<file path="src/rtl/corr_scan_scheduler_if.sv">
// Bundle between the scan scheduler and its environment: frame trigger, window config,
// correlation engine handshake and result outputs. SCAN_TIMEOUT_EN adds o_timeout_err.
interface corr_scan_scheduler_if #(
  parameter int COORD_W = 13,
  parameter int CORR_W  = 32
);
  logic               i_frame_done;
  logic               i_abort;
  logic [COORD_W-1:0] i_xmin;
  logic [COORD_W-1:0] i_xmax;
  logic [COORD_W-1:0] i_ymin;
  logic [COORD_W-1:0] i_ymax;
  logic [3:0]         i_step;
  logic               i_corr_done;
  logic [CORR_W-1:0]  i_current_corr;

  logic               o_corr_start;
  logic [COORD_W-1:0] o_x;
  logic [COORD_W-1:0] o_y;
  logic               o_busy;
  logic               o_result_valid;
  logic [COORD_W-1:0] o_xresult;
  logic [COORD_W-1:0] o_yresult;
  logic [CORR_W-1:0]  o_peak_corr;
  logic [19:0]        o_point_count;
  logic               o_empty;
  logic               o_status_led;
`ifdef SCAN_TIMEOUT_EN
  logic               o_timeout_err;
`endif

  modport slave (
    input  i_frame_done, i_abort, i_xmin, i_xmax, i_ymin, i_ymax, i_step,
           i_corr_done, i_current_corr,
    output o_corr_start, o_x, o_y, o_busy, o_result_valid, o_xresult, o_yresult,
           o_peak_corr, o_point_count, o_empty, o_status_led
`ifdef SCAN_TIMEOUT_EN
    , output o_timeout_err
`endif
  );

  modport master (
    output i_frame_done, i_abort, i_xmin, i_xmax, i_ymin, i_ymax, i_step,
           i_corr_done, i_current_corr,
    input  o_corr_start, o_x, o_y, o_busy, o_result_valid, o_xresult, o_yresult,
           o_peak_corr, o_point_count, o_empty, o_status_led
`ifdef SCAN_TIMEOUT_EN
    , input o_timeout_err
`endif
  );
endinterface

</file>
<file path="src/rtl/corr_scan_scheduler.sv">
// Raster-scans a search window through the correlation engine and reports the peak point.
// Optional per-point watchdog enabled by defining SCAN_TIMEOUT_EN.
module corr_scan_scheduler #(
  parameter int H_RES   = 640,
  parameter int V_RES   = 480,
  parameter int COORD_W = 13,
  parameter int CORR_W  = 32,
  parameter int LED_DIV = 22,
  parameter int TIMEOUT = 4096
) (
  input  logic                 i_clk,
  input  logic                 i_rst_n,
  corr_scan_scheduler_if.slave bus
);

  // state | meaning
  // IDLE  | waiting for a frame-done rising edge
  // ISSUE | o_corr_start high for the current point
  // WAIT  | waiting for the engine to finish the current point
  // DONE  | commit peak, result-valid pulses on the way back to IDLE
  typedef enum logic [1:0] {IDLE, ISSUE, WAIT, DONE} state_t;

  localparam logic [COORD_W-1:0] X_LIM = COORD_W'(H_RES - 1);
  localparam logic [COORD_W-1:0] Y_LIM = COORD_W'(V_RES - 1);

  if (TIMEOUT < 1) begin : g_bad_timeout
    $error("corr_scan_scheduler: TIMEOUT must be at least 1");
  end

  state_t             r_state;
  logic               r_frame_prev;
  logic [COORD_W-1:0] r_xmin, r_xmax, r_ymax;
  logic [3:0]         r_step;
  logic               r_corr_start;
  logic [COORD_W-1:0] r_x, r_y;
  logic               r_busy;
  logic               r_result_valid;
  logic [COORD_W-1:0] r_xres, r_yres;
  logic [CORR_W-1:0]  r_peak;
  logic [19:0]        r_point_cnt;
  logic               r_empty;
  logic               r_led;
  logic [LED_DIV-1:0] r_led_cnt;
  // Running peak lives in shadow registers so an aborted scan leaves the outputs untouched.
  logic               r_first;
  logic [CORR_W-1:0]  r_pk_val;
  logic [COORD_W-1:0] r_pk_x, r_pk_y;

  logic               w_start_edge;
  logic [COORD_W-1:0] w_xmax_c, w_ymax_c;
  logic [3:0]         w_step;
  logic               w_empty;
  logic [COORD_W:0]   w_nx, w_ny;
  logic               w_pt_done;
  logic               w_new_peak;

  assign w_start_edge = bus.i_frame_done & ~r_frame_prev;
  assign w_xmax_c     = (bus.i_xmax > X_LIM) ? X_LIM : bus.i_xmax;
  assign w_ymax_c     = (bus.i_ymax > Y_LIM) ? Y_LIM : bus.i_ymax;
  assign w_step       = (bus.i_step == 4'd0) ? 4'd1 : bus.i_step;
  assign w_empty      = (bus.i_xmin > w_xmax_c) || (bus.i_ymin > w_ymax_c);
  assign w_nx         = {1'b0, r_x} + {{(COORD_W-3){1'b0}}, r_step};
  assign w_ny         = {1'b0, r_y} + {{(COORD_W-3){1'b0}}, r_step};
  assign w_new_peak   = bus.i_corr_done && (r_first || (bus.i_current_corr > r_pk_val));

`ifdef SCAN_TIMEOUT_EN
  localparam int WDOG_W = $clog2(TIMEOUT) + 1;
  logic [WDOG_W-1:0] r_wdog;
  logic              r_timeout_err;
  logic              w_wdog_hit;

  assign w_wdog_hit        = (r_wdog == '0) && !bus.i_corr_done;
  assign w_pt_done         = bus.i_corr_done || (r_wdog == '0);
  assign bus.o_timeout_err = r_timeout_err;
`else
  assign w_pt_done = bus.i_corr_done;
`endif

  always_ff @(posedge i_clk) begin
    if (!i_rst_n) begin
      r_state        <= IDLE;
      r_frame_prev   <= 1'b0;
      r_xmin         <= '0;
      r_xmax         <= '0;
      r_ymax         <= '0;
      r_step         <= '0;
      r_corr_start   <= 1'b0;
      r_x            <= '0;
      r_y            <= '0;
      r_busy         <= 1'b0;
      r_result_valid <= 1'b0;
      r_xres         <= '0;
      r_yres         <= '0;
      r_peak         <= '0;
      r_point_cnt    <= '0;
      r_empty        <= 1'b0;
      r_led          <= 1'b0;
      r_led_cnt      <= '0;
      r_first        <= 1'b0;
      r_pk_val       <= '0;
      r_pk_x         <= '0;
      r_pk_y         <= '0;
`ifdef SCAN_TIMEOUT_EN
      r_wdog         <= '0;
      r_timeout_err  <= 1'b0;
`endif
    end else begin
      r_frame_prev   <= bus.i_frame_done;
      r_corr_start   <= 1'b0;
      r_result_valid <= 1'b0;
      r_led_cnt      <= r_led_cnt + LED_DIV'(1);
      if (r_busy && (&r_led_cnt)) r_led <= ~r_led;
`ifdef SCAN_TIMEOUT_EN
      if ((r_state == WAIT) && (r_wdog != '0)) r_wdog <= r_wdog - WDOG_W'(1);
`endif
      if (bus.i_abort && (r_state != IDLE)) begin
        r_state <= IDLE;
        r_busy  <= 1'b0;
      end else begin
        case (r_state)
          IDLE: begin
            if (w_start_edge && !bus.i_abort) begin
              r_xmin      <= bus.i_xmin;
              r_xmax      <= w_xmax_c;
              r_ymax      <= w_ymax_c;
              r_step      <= w_step;
              r_x         <= bus.i_xmin;
              r_y         <= bus.i_ymin;
              r_point_cnt <= '0;
              r_busy      <= 1'b1;
              r_first     <= 1'b1;
              r_pk_val    <= '0;
              r_pk_x      <= '0;
              r_pk_y      <= '0;
`ifdef SCAN_TIMEOUT_EN
              r_timeout_err <= 1'b0;
`endif
              if (w_empty) begin
                r_state <= DONE;
                r_empty <= 1'b1;
                r_xres  <= '0;
                r_yres  <= '0;
                r_peak  <= '0;
              end else begin
                r_state      <= ISSUE;
                r_empty      <= 1'b0;
                r_corr_start <= 1'b1;
              end
            end
          end
          ISSUE: begin
            r_state <= WAIT;
`ifdef SCAN_TIMEOUT_EN
            r_wdog  <= WDOG_W'(TIMEOUT - 1);
`endif
          end
          WAIT: begin
            if (w_pt_done) begin
              if (r_point_cnt != '1) r_point_cnt <= r_point_cnt + 20'd1;
              if (w_new_peak) begin
                r_pk_val <= bus.i_current_corr;
                r_pk_x   <= r_x;
                r_pk_y   <= r_y;
                r_first  <= 1'b0;
              end
`ifdef SCAN_TIMEOUT_EN
              if (w_wdog_hit) r_timeout_err <= 1'b1;
`endif
              if (w_nx <= {1'b0, r_xmax}) begin
                r_x          <= w_nx[COORD_W-1:0];
                r_state      <= ISSUE;
                r_corr_start <= 1'b1;
              end else begin
                r_x <= r_xmin;
                if (w_ny > {1'b0, r_ymax}) begin
                  r_state <= DONE;
                end else begin
                  r_y          <= w_ny[COORD_W-1:0];
                  r_state      <= ISSUE;
                  r_corr_start <= 1'b1;
                end
              end
            end
          end
          DONE: begin
            r_state        <= IDLE;
            r_busy         <= 1'b0;
            r_result_valid <= 1'b1;
            r_xres         <= r_pk_x;
            r_yres         <= r_pk_y;
            r_peak         <= r_pk_val;
          end
          default: r_state <= IDLE;
        endcase
      end
    end
  end

  assign bus.o_corr_start   = r_corr_start;
  assign bus.o_x            = r_x;
  assign bus.o_y            = r_y;
  assign bus.o_busy         = r_busy;
  assign bus.o_result_valid = r_result_valid;
  assign bus.o_xresult      = r_xres;
  assign bus.o_yresult      = r_yres;
  assign bus.o_peak_corr    = r_peak;
  assign bus.o_point_count  = r_point_cnt;
  assign bus.o_empty        = r_empty;
  assign bus.o_status_led   = r_led;

endmodule

</file>
<file path="src/flat_wrapper.sv">
// flat-port wrapper written by rule: the top's interface ports become plain ports
module corr_scan_scheduler_flat 
#(
  parameter int H_RES   = 640,
  parameter int V_RES   = 480,
  parameter int COORD_W = 13,
  parameter int CORR_W  = 32,
  parameter int LED_DIV = 22,
  parameter int TIMEOUT = 4096
)
  (i_clk, i_rst_n, bus_i_frame_done, bus_i_abort, bus_i_xmin, bus_i_xmax, bus_i_ymin, bus_i_ymax, bus_i_step, bus_i_corr_done, bus_i_current_corr, bus_o_corr_start, bus_o_x, bus_o_y, bus_o_busy, bus_o_result_valid, bus_o_xresult, bus_o_yresult, bus_o_peak_corr, bus_o_point_count, bus_o_empty, bus_o_status_led);
  corr_scan_scheduler_if #(.COORD_W(COORD_W), .CORR_W(CORR_W)) bus_i ();
  input  logic i_clk;
  input  logic i_rst_n;
  input wire logic [$bits(bus_i.i_frame_done)-1:0] bus_i_frame_done;
  input wire logic [$bits(bus_i.i_abort)-1:0] bus_i_abort;
  input wire logic [$bits(bus_i.i_xmin)-1:0] bus_i_xmin;
  input wire logic [$bits(bus_i.i_xmax)-1:0] bus_i_xmax;
  input wire logic [$bits(bus_i.i_ymin)-1:0] bus_i_ymin;
  input wire logic [$bits(bus_i.i_ymax)-1:0] bus_i_ymax;
  input wire logic [$bits(bus_i.i_step)-1:0] bus_i_step;
  input wire logic [$bits(bus_i.i_corr_done)-1:0] bus_i_corr_done;
  input wire logic [$bits(bus_i.i_current_corr)-1:0] bus_i_current_corr;
  output wire logic [$bits(bus_i.o_corr_start)-1:0] bus_o_corr_start;
  output wire logic [$bits(bus_i.o_x)-1:0] bus_o_x;
  output wire logic [$bits(bus_i.o_y)-1:0] bus_o_y;
  output wire logic [$bits(bus_i.o_busy)-1:0] bus_o_busy;
  output wire logic [$bits(bus_i.o_result_valid)-1:0] bus_o_result_valid;
  output wire logic [$bits(bus_i.o_xresult)-1:0] bus_o_xresult;
  output wire logic [$bits(bus_i.o_yresult)-1:0] bus_o_yresult;
  output wire logic [$bits(bus_i.o_peak_corr)-1:0] bus_o_peak_corr;
  output wire logic [$bits(bus_i.o_point_count)-1:0] bus_o_point_count;
  output wire logic [$bits(bus_i.o_empty)-1:0] bus_o_empty;
  output wire logic [$bits(bus_i.o_status_led)-1:0] bus_o_status_led;
  assign bus_i.i_frame_done = bus_i_frame_done;
  assign bus_i.i_abort = bus_i_abort;
  assign bus_i.i_xmin = bus_i_xmin;
  assign bus_i.i_xmax = bus_i_xmax;
  assign bus_i.i_ymin = bus_i_ymin;
  assign bus_i.i_ymax = bus_i_ymax;
  assign bus_i.i_step = bus_i_step;
  assign bus_i.i_corr_done = bus_i_corr_done;
  assign bus_i.i_current_corr = bus_i_current_corr;
  assign bus_o_corr_start = bus_i.o_corr_start;
  assign bus_o_x = bus_i.o_x;
  assign bus_o_y = bus_i.o_y;
  assign bus_o_busy = bus_i.o_busy;
  assign bus_o_result_valid = bus_i.o_result_valid;
  assign bus_o_xresult = bus_i.o_xresult;
  assign bus_o_yresult = bus_i.o_yresult;
  assign bus_o_peak_corr = bus_i.o_peak_corr;
  assign bus_o_point_count = bus_i.o_point_count;
  assign bus_o_empty = bus_i.o_empty;
  assign bus_o_status_led = bus_i.o_status_led;
  corr_scan_scheduler #(.H_RES(H_RES), .V_RES(V_RES), .COORD_W(COORD_W), .CORR_W(CORR_W), .LED_DIV(LED_DIV), .TIMEOUT(TIMEOUT)) u_core (.i_clk(i_clk), .i_rst_n(i_rst_n), .bus(bus_i));
endmodule
</file>
<file path="config.mk">
export PLATFORM = sky130hd
export DESIGN_NAME = corr_scan_scheduler_flat
export DESIGN_NICKNAME = d
export VERILOG_FILES = /design/src/rtl/corr_scan_scheduler_if.sv /design/src/rtl/corr_scan_scheduler.sv /design/src/flat_wrapper.sv
export SDC_FILE = /design/constraint.sdc
export NUM_CORES = 1
export LEC_CHECK = 0
export ABC_AREA = 0
export BUFFER_PORTS_ARGS = -buffer_cell sky130_fd_sc_hd__buf_4
export CAP_MARGIN = 20
export CORE_UTILIZATION = 57
export DETAILED_ROUTE_END_ITERATION = 10
export GPL_TIMING_DRIVEN = 0
export PLACE_DENSITY = 0.89
export REMOVE_ABC_BUFFERS = 1
export SLEW_MARGIN = 10
export SYNTH_ARGS = -nofsm -noshare
export SYNTH_HDL_FRONTEND = slang
export SYNTH_SLANG_ARGS = --single-unit
</file>
<file path="constraint.sdc">
create_clock -name i_clk -period 4.6 [get_ports i_clk]
set_clock_uncertainty 0.2 [all_clocks]
set_input_delay 0.46 -clock i_clk [delete_from_list [all_inputs] [get_ports i_clk]]
set_output_delay 0.46 -clock i_clk [all_outputs]
set_load 0.02 [all_outputs]
</file>
==> results.py, run 1 <==
metrics = {
    "status": {
        "outcome": "finished, final reports clean",
    },
    "global_routing": {
        "antenna_found_initial": 0,
        "grt_overflow_total": 0,
        "grt_pass1_vias": 10823,
        "grt_pass1_wl_mm": 52.73,
        "grtUsageTotal_pct": 29.88,
        "grt_max_degree": 142,
    },
    "detailed_routing": {
        "drc_errors": 0,
        "antenna_left": 0,
        "via_per_inst": 5.886,
        "num_vias": 10853,
        "wl_per_cell_um": 17.59,
        "drt-total-wl_mm": 32.44,
        "dr.first_iter.drc_count": 788,
        "dr.pass1.iters": 5,
    },
    "clock_tree": {
        "cts_buffer_depth": 3,
        "h-tree-depth": 1,
        "path_clk_slew_ps": 60,
        "insertion_delay_ps": 530,
        "cts_buffers": 26,
        "clock-sinks": 236,
        "cts-root-buf": "clkbuf_16",
        "cts_tree": "yes",
    },
    "yosys": {
        "netlist.area_leader.share_pct": 39.75,
        "syn-mean-instance-area_um2": 8.663,
        "synthArstFlopShare_pct": 0,
        "synth-edff-count": 0,
        "seq_area_frac_synth_pct": 39.75,
        "ys.flop_type": "dfxtp_1",
        "synthCells": 1372,
        "ys_top_cells_by_area": "dfxtp_1 (40%), ha_1 (9.9%), mux2i_1 (6.3%), nand2_1 (5.6%), a22o_1 (4.3%)",
        "ys_ff_latch": 236,
        "syn_area_um2": 11890,
        "synth.distinct_cells": 68,
        "yosysWarnings": 0,
        "synth_area_leader_cell": "dfxtp_1",
    },
    "critical_path": {
        "cp.required_ps": 4840,
        "cp_max_fo": 9,
        "slowest_stage": "fa_1",
        "path_cells": "ha_1 > inv_1 > fa_1 > nor2b_1 > o21ai_1 > a21o_1 > or2_1 > nor2_2 > xor2_1 > ha_1 > and4_1 > nand3_1 > o32a_1 > o2bb2ai_1 > a21o_2 > o21ai_4 > mux2i_1",
        "arrival_ps": 4640,
        "cpPeakStageDelay_ps": 410,
        "start_kind": "flip-flop",
        "crit_path_end_kind": "flip-flop",
        "path_common_cell": "ha_1",
        "worst-setup-path-type": "reg -> reg",
    },
    "placement": {
        "gp_congestion": 0.9154,
        "placedCellCount": 1780,
        "hpwl_mm": 22.42,
        "port_buffers": 201,
        "dpl-instance-area_um2": 13620,
    },
    "pwr": {
        "total_power_w": 0.004881,
        "power.density_nw_per_um2": 332.5,
        "p_leak_nw": 5.900,
        "irDropWorstVdd_mv": 0.2529,
    },
    "timing": {
        "worst_pin_slew_ps": 1053,
        "clock.fmax_mhz": 227.0,
        "slew_violations": 0,
        "post-route-min-period_ps": 4404,
        "finalSetupViolCount": 0,
        "maxSlewHeadroom_pct": 29.62,
        "hold_violations": 0,
        "fin_crit_sh_pct": 95.75,
    },
    "die": {
        "num_rows": 52,
        "ioPinCount": 202,
        "die_w_um": 146.4,
        "die_area_um2": 21430,
        "initial_core_util_pct": 58.36,
        "core_area_um2": 20360,
        "die_h_um": 146.4,
    },
    "finish": {
        "layout_commonest_cell": "dfxtp_1",
        "diodes": 0,
        "drive_above_1_share_pct": 17.15,
        "layoutNonFillerInstCount": 1844,
        "layout_common_cells": "dfxtp_1 (235), buf_4 (200), nand2_1 (178)",
        "area_growth_pct": 23.52,
        "nets": 1746,
        "finalInstanceArea_um2": 14680,
    },
    "run": {
        "maxCapViolCount": 0,
    },
    "min_path": {
        "min_path_type": "in -> reg",
    },
}
-- critical path, delay by kind of cell (launching register included) --
family	cells	cell delay [ps]
AO/OA/AOI/OAI	6	1490
adder cells (fa/ha/maj)	3	930
AND/OR/NAND/NOR	5	900
flip-flops	1	390
multiplexers	1	220
XOR/XNOR	1	110
buffers and inverters	1	70
-- synthesized netlist by cell type (2+ instances only) --
library cell,count
buf_6,3
fa_1,2
ha_1,94
or2_1,3
o21ai_1,18
and4_1,13
mux2i_1,75
o2111ai_1,6
nor2b_1,5
a31oi_1,6
o21a_1,3
buf_1,8
buf_2,6
and2_1,12
a22oi_1,2
o21ai_0,27
or2_2,3
nor3_1,20
nand3b_1,4
nand4_1,20
buf_4,6
a22o_1,58
nor2_1,104
o31ai_1,3
or3_1,10
nor4_1,5
inv_1,81
dfxtp_1,236
a221oi_1,3
o211ai_1,8
a21o_1,11
o311ai_1,3
o22ai_1,6
nand3_1,89
clkbuf_1,53
a21oi_1,65
nand2b_1,7
o21bai_1,3
a21boi_0,6
xnor2_1,29
xor2_1,26
and3_1,6
a211oi_1,22
nand2_1,178
-- sequential cells by signal (all words and copies together) (netlist names), 2 cells and up --
signal	count
u_core.r_state	2
u_core.bus.o_peak_corr	32
u_core.r_led_cnt	22
u_core.r_pk_val	32
u_core.r_xmin	13
u_core.r_step	4
u_core.r_xmax	13
u_core.bus.o_point_count	20
u_core.bus.o_yresult	13
u_core.r_pk_x	13
u_core.bus.o_y	13
u_core.bus.o_x	13
u_core.bus.o_xresult	13
u_core.r_ymax	13
u_core.r_pk_y	13
-- cells by family (layout without fill, tap and decap cells) --
group	Yosys count	count (layout)	share of synthesized area [%]
adders and majority gates	96	96	10.23
DFF	236	236	39.75
and+or+nand+nor	485	485	18.91
muxes	76	76	6.411
other	1	7	0.03155
AOI/OAI and AO/OA	264	264	15.14
xor gates and xnor gates	55	55	4.053
buffers and inverters	159	355	5.474
-- path summary, 6_finish.rpt --
path                                                     start                              end  slack (ps)  cells past startpoint
worst max-delay path             u_core.r_step[0]$_SDFFE_PN0P_  u_core.bus.o_y[11]$_SDFFE_PN0P_         200                     17
worst min-delay path                             bus_i_step[3]    u_core.r_step[3]$_SDFFE_PN0P_          20                      3
worst max register to register   u_core.r_step[0]$_SDFFE_PN0P_  u_core.bus.o_y[11]$_SDFFE_PN0P_         200                     17
worst min register to register  u_core.r_xmax[12]$_SDFFE_PN0P_   u_core.r_xmax[12]$_SDFFE_PN0P_         240                      2
-- metal layers --
metal / global-route usage (%) / share of wire, % / vias up
li1: - / - / 5188
met4: 11.04 / 3.4 / 0
met3: 6.469 / 8.6 / 92
met1: 36.85 / 41 / 5085
met2: 51.05 / 47 / 488
met5: 0 / 0 / -
-- area by class of cell --
type | count | area, um^2
fill | 1468 | 5684
timing repair buffer | 228 | 1876
clock inverter | 8 | 78.83
sequential | 236 | 4726
clock buffer | 37 | 772.0
tap | 270 | 337.8
inverter | 82 | 307.8
multi-input combinational | 983 | 6583
-- through the flow --
stage	setup slack (ps)	util [%]	hold slack, ps	setup TNS (ps)
detailed placement	92.51	66.90	236.1	0
global placement	-2080	65.86	229.2	-168730
finish	195.6	72.09	21.03	0
CTS	73.90	72.01	0.5159	0
global route	-14.60	72.09	7.900	-32.34
floorplan	283.5	-	217.5	0
-- repair_timing --
action,CTS,global route
setup endpoints to repair,0,15
hold buffers,19,0
hold endpoints to repair,19,0
resized for setup,0,5
buffers inserted,0,0
-- power by group --
group	leakage (nW)	switching, W	internal (W)
clock	0.422	0.000832	0.00122
combinational	3.57	0.000409	0.000292
sequential	1.91	0.0000449	0.00209
No activity file was read; power rests on OpenSTA's default activity.
==> run 2, diff against run 1 <==
--- a/config.mk
+++ b/config.mk
@@ -11,7 +11,7 @@
 export CORE_UTILIZATION = 57
 export DETAILED_ROUTE_END_ITERATION = 10
 export GPL_TIMING_DRIVEN = 0
-export PLACE_DENSITY = 0.89
+export PLACE_DENSITY = 0.82
 export REMOVE_ABC_BUFFERS = 1
 export SLEW_MARGIN = 10
 export SYNTH_ARGS = -nofsm -noshare
==> results.py, run 2 (synthesis results as in run 1) <==
metrics = {
    "timing": {
        "slew_violations": 0,
        "post-route-min-period_ps": 4414,
        "maxSlewHeadroom_pct": 28.33,
        "worst_pin_slew_ps": 1075,
        "finalSetupViolCount": 0,
        "rsz0062_at_grt": "false",
        "finalSetupTns_ps": 0,
        "fin_crit_sh_pct": 95.95,
        "clock.fmax_mhz": 226.6,
        "hold_violations": 0,
    },
    "critical_path": {
        "path_cells": "ha_1 > inv_1 > fa_1 > nor2b_1 > o21ai_1 > a21o_1 > or2_1 > nor2_1 > xor2_1 > ha_1 > and4_1 > nand3_1 > o32a_1 > o2bb2ai_1 > a21o_2 > o21ai_4 > mux2i_1",
        "worst-setup-path-type": "reg -> reg",
        "start_kind": "flip-flop",
        "cpLargestDelayFamily": "compound AO/OA/AOI/OAI gates",
        "arrival_ps": 4670,
        "cp.required_ps": 4860,
        "cpPeakStageDelay_ps": 400,
        "path_common_cell": "ha_1",
        "crit_path_end_kind": "flip-flop",
        "cp_max_fo": 9,
        "cp.buffers_inverters": 1,
        "slowest_stage": "dfxtp_2",
    },
    "min_path": {
        "min_path_type": "in -> reg",
    },
    "detailed_routing": {
        "wl_per_cell_um": 16.78,
        "dr.first_iter.drc_count": 615,
        "antenna_left": 0,
        "dr.pass1.iters": 5,
        "drt-total-wl_mm": 31.06,
        "drc_errors": 0,
        "num_vias": 10593,
        "via_per_inst": 5.723,
    },
    "global_routing": {
        "grt_max_degree": 142,
        "grt_overflow_total": 0,
        "met3_usage_pct": 5.406,
        "grtUsageTotal_pct": 28.25,
        "grtUsageMet2_pct": 47.36,
        "grt_pass1_vias": 10090,
        "grt_pass1_wl_mm": 49.96,
        "antenna_found_initial": 0,
        "met1_usage_pct": 36.95,
        "grt-busiest-layer": "met2",
    },
    "clock_tree": {
        "h-tree-depth": 1,
        "cts_tree": "yes",
        "cts_buffer_depth": 3,
        "cts-root-buf": "clkbuf_16",
        "insertion_delay_ps": 530,
        "path_clk_slew_ps": 60,
        "cts_buffers": 26,
        "clock-sinks": 236,
    },
    "pwr": {
        "irDropWorstVdd_mv": 0.3389,
        "p_leak_nw": 5.924,
        "power.density_nw_per_um2": 335.9,
    },
    "finish": {
        "layout_common_cells": "dfxtp_1 (235), buf_4 (201), nand2_1 (178)",
        "postLayoutCoreUtil_pct": 72.37,
        "layout_commonest_cell": "dfxtp_1",
        "nets": 1751,
        "area_growth_pct": 24.00,
        "drive_above_1_share_pct": 16.89,
        "finalInstanceArea_um2": 14740,
        "diodes": 0,
    },
    "die": {
        "die_h_um": 146.4,
        "die_area_um2": 21430,
        "num_rows": 52,
        "core_area_um2": 20360,
        "ioPinCount": 202,
        "initial_core_util_pct": 58.36,
        "die_w_um": 146.4,
    },
    "placement": {
        "port_buffers": 201,
        "gp_congestion": 0.8774,
        "hpwl_mm": 21.09,
        "dpl-instance-area_um2": 13600,
    },
    "status": {
        "outcome": "finished, final reports clean",
    },
    "run": {
        "maxCapViolCount": 0,
    },
}
run 2: what timing repair did:
action	CTS	global route
setup buffers	0	1
hold endpoints to repair	24	0
endpoints found under the setup margin	0	11
resized for setup	0	4
hold buffers	24	0
run 2: report_power, final:
| part | total [W] | leakage (nW) | internal [W] | switching, W |
|---|---|---|---|---|
| clock network | 0.00213 | 0.433 | 0.00128 | 0.000844 |
| logic | 0.000695 | 3.58 | 0.000296 | 0.000399 |
| registers | 0.00213 | 1.91 | 0.00209 | 0.0000450 |
run 2: final timing paths:
path | start | end | slack, ps | cells after the start
hold reg to reg | u_core.r_xmax[11]$_SDFFE_PN0P_ | u_core.r_xmax[11]$_SDFFE_PN0P_ | 240 | 2
setup reg to reg | u_core.bus.o_y[0]$_SDFFE_PN0P_ | u_core.bus.o_y[1]$_SDFFE_PN0P_ | 190 | 17
hold / removal | bus_i_step[3] | u_core.r_step[3]$_SDFFE_PN0P_ | 10 | 3
setup / recovery | u_core.bus.o_y[0]$_SDFFE_PN0P_ | u_core.bus.o_y[1]$_SDFFE_PN0P_ | 190 | 17
run 2: layout make-up:
class                   count  area, um^2
clock buffers              41       787.0
clock inverters             6       91.34
fillers                  1519        5627
inverters                  82       310.3
multi-input cells         983        6580
flip-flops and latches    236        4726
well taps                 270       337.8
repair buffers            233        1906
run 2: metrics by stage:
step | hold slack [ps] | cells | power, W | worst slack, ps
floorplan | 217.5 | 1301 | 0.002559 | 283.5
global placement | 232.2 | 1772 | 0.002795 | -2080
detailed placement | 235.9 | 1779 | 0.002828 | 120.0
CTS | 0.005829 | 1850 | 0.004957 | 106.0
global route | 5.921 | 1851 | 0.005132 | 42.91
finish | 14.34 | 1851 | 0.004950 | 186.5
run 2: tightest hold or removal path, cell delays in order:
cell and delay (ps):
buf_4 130, nand2_1 60, a21oi_1 50
run 2: layer usage:
layer	wire (um)	vias to the layer above
met3	2158	59
met4	737	0
met5	0	-
met2	14580	352
met1	13590	4983
li1	-	5199
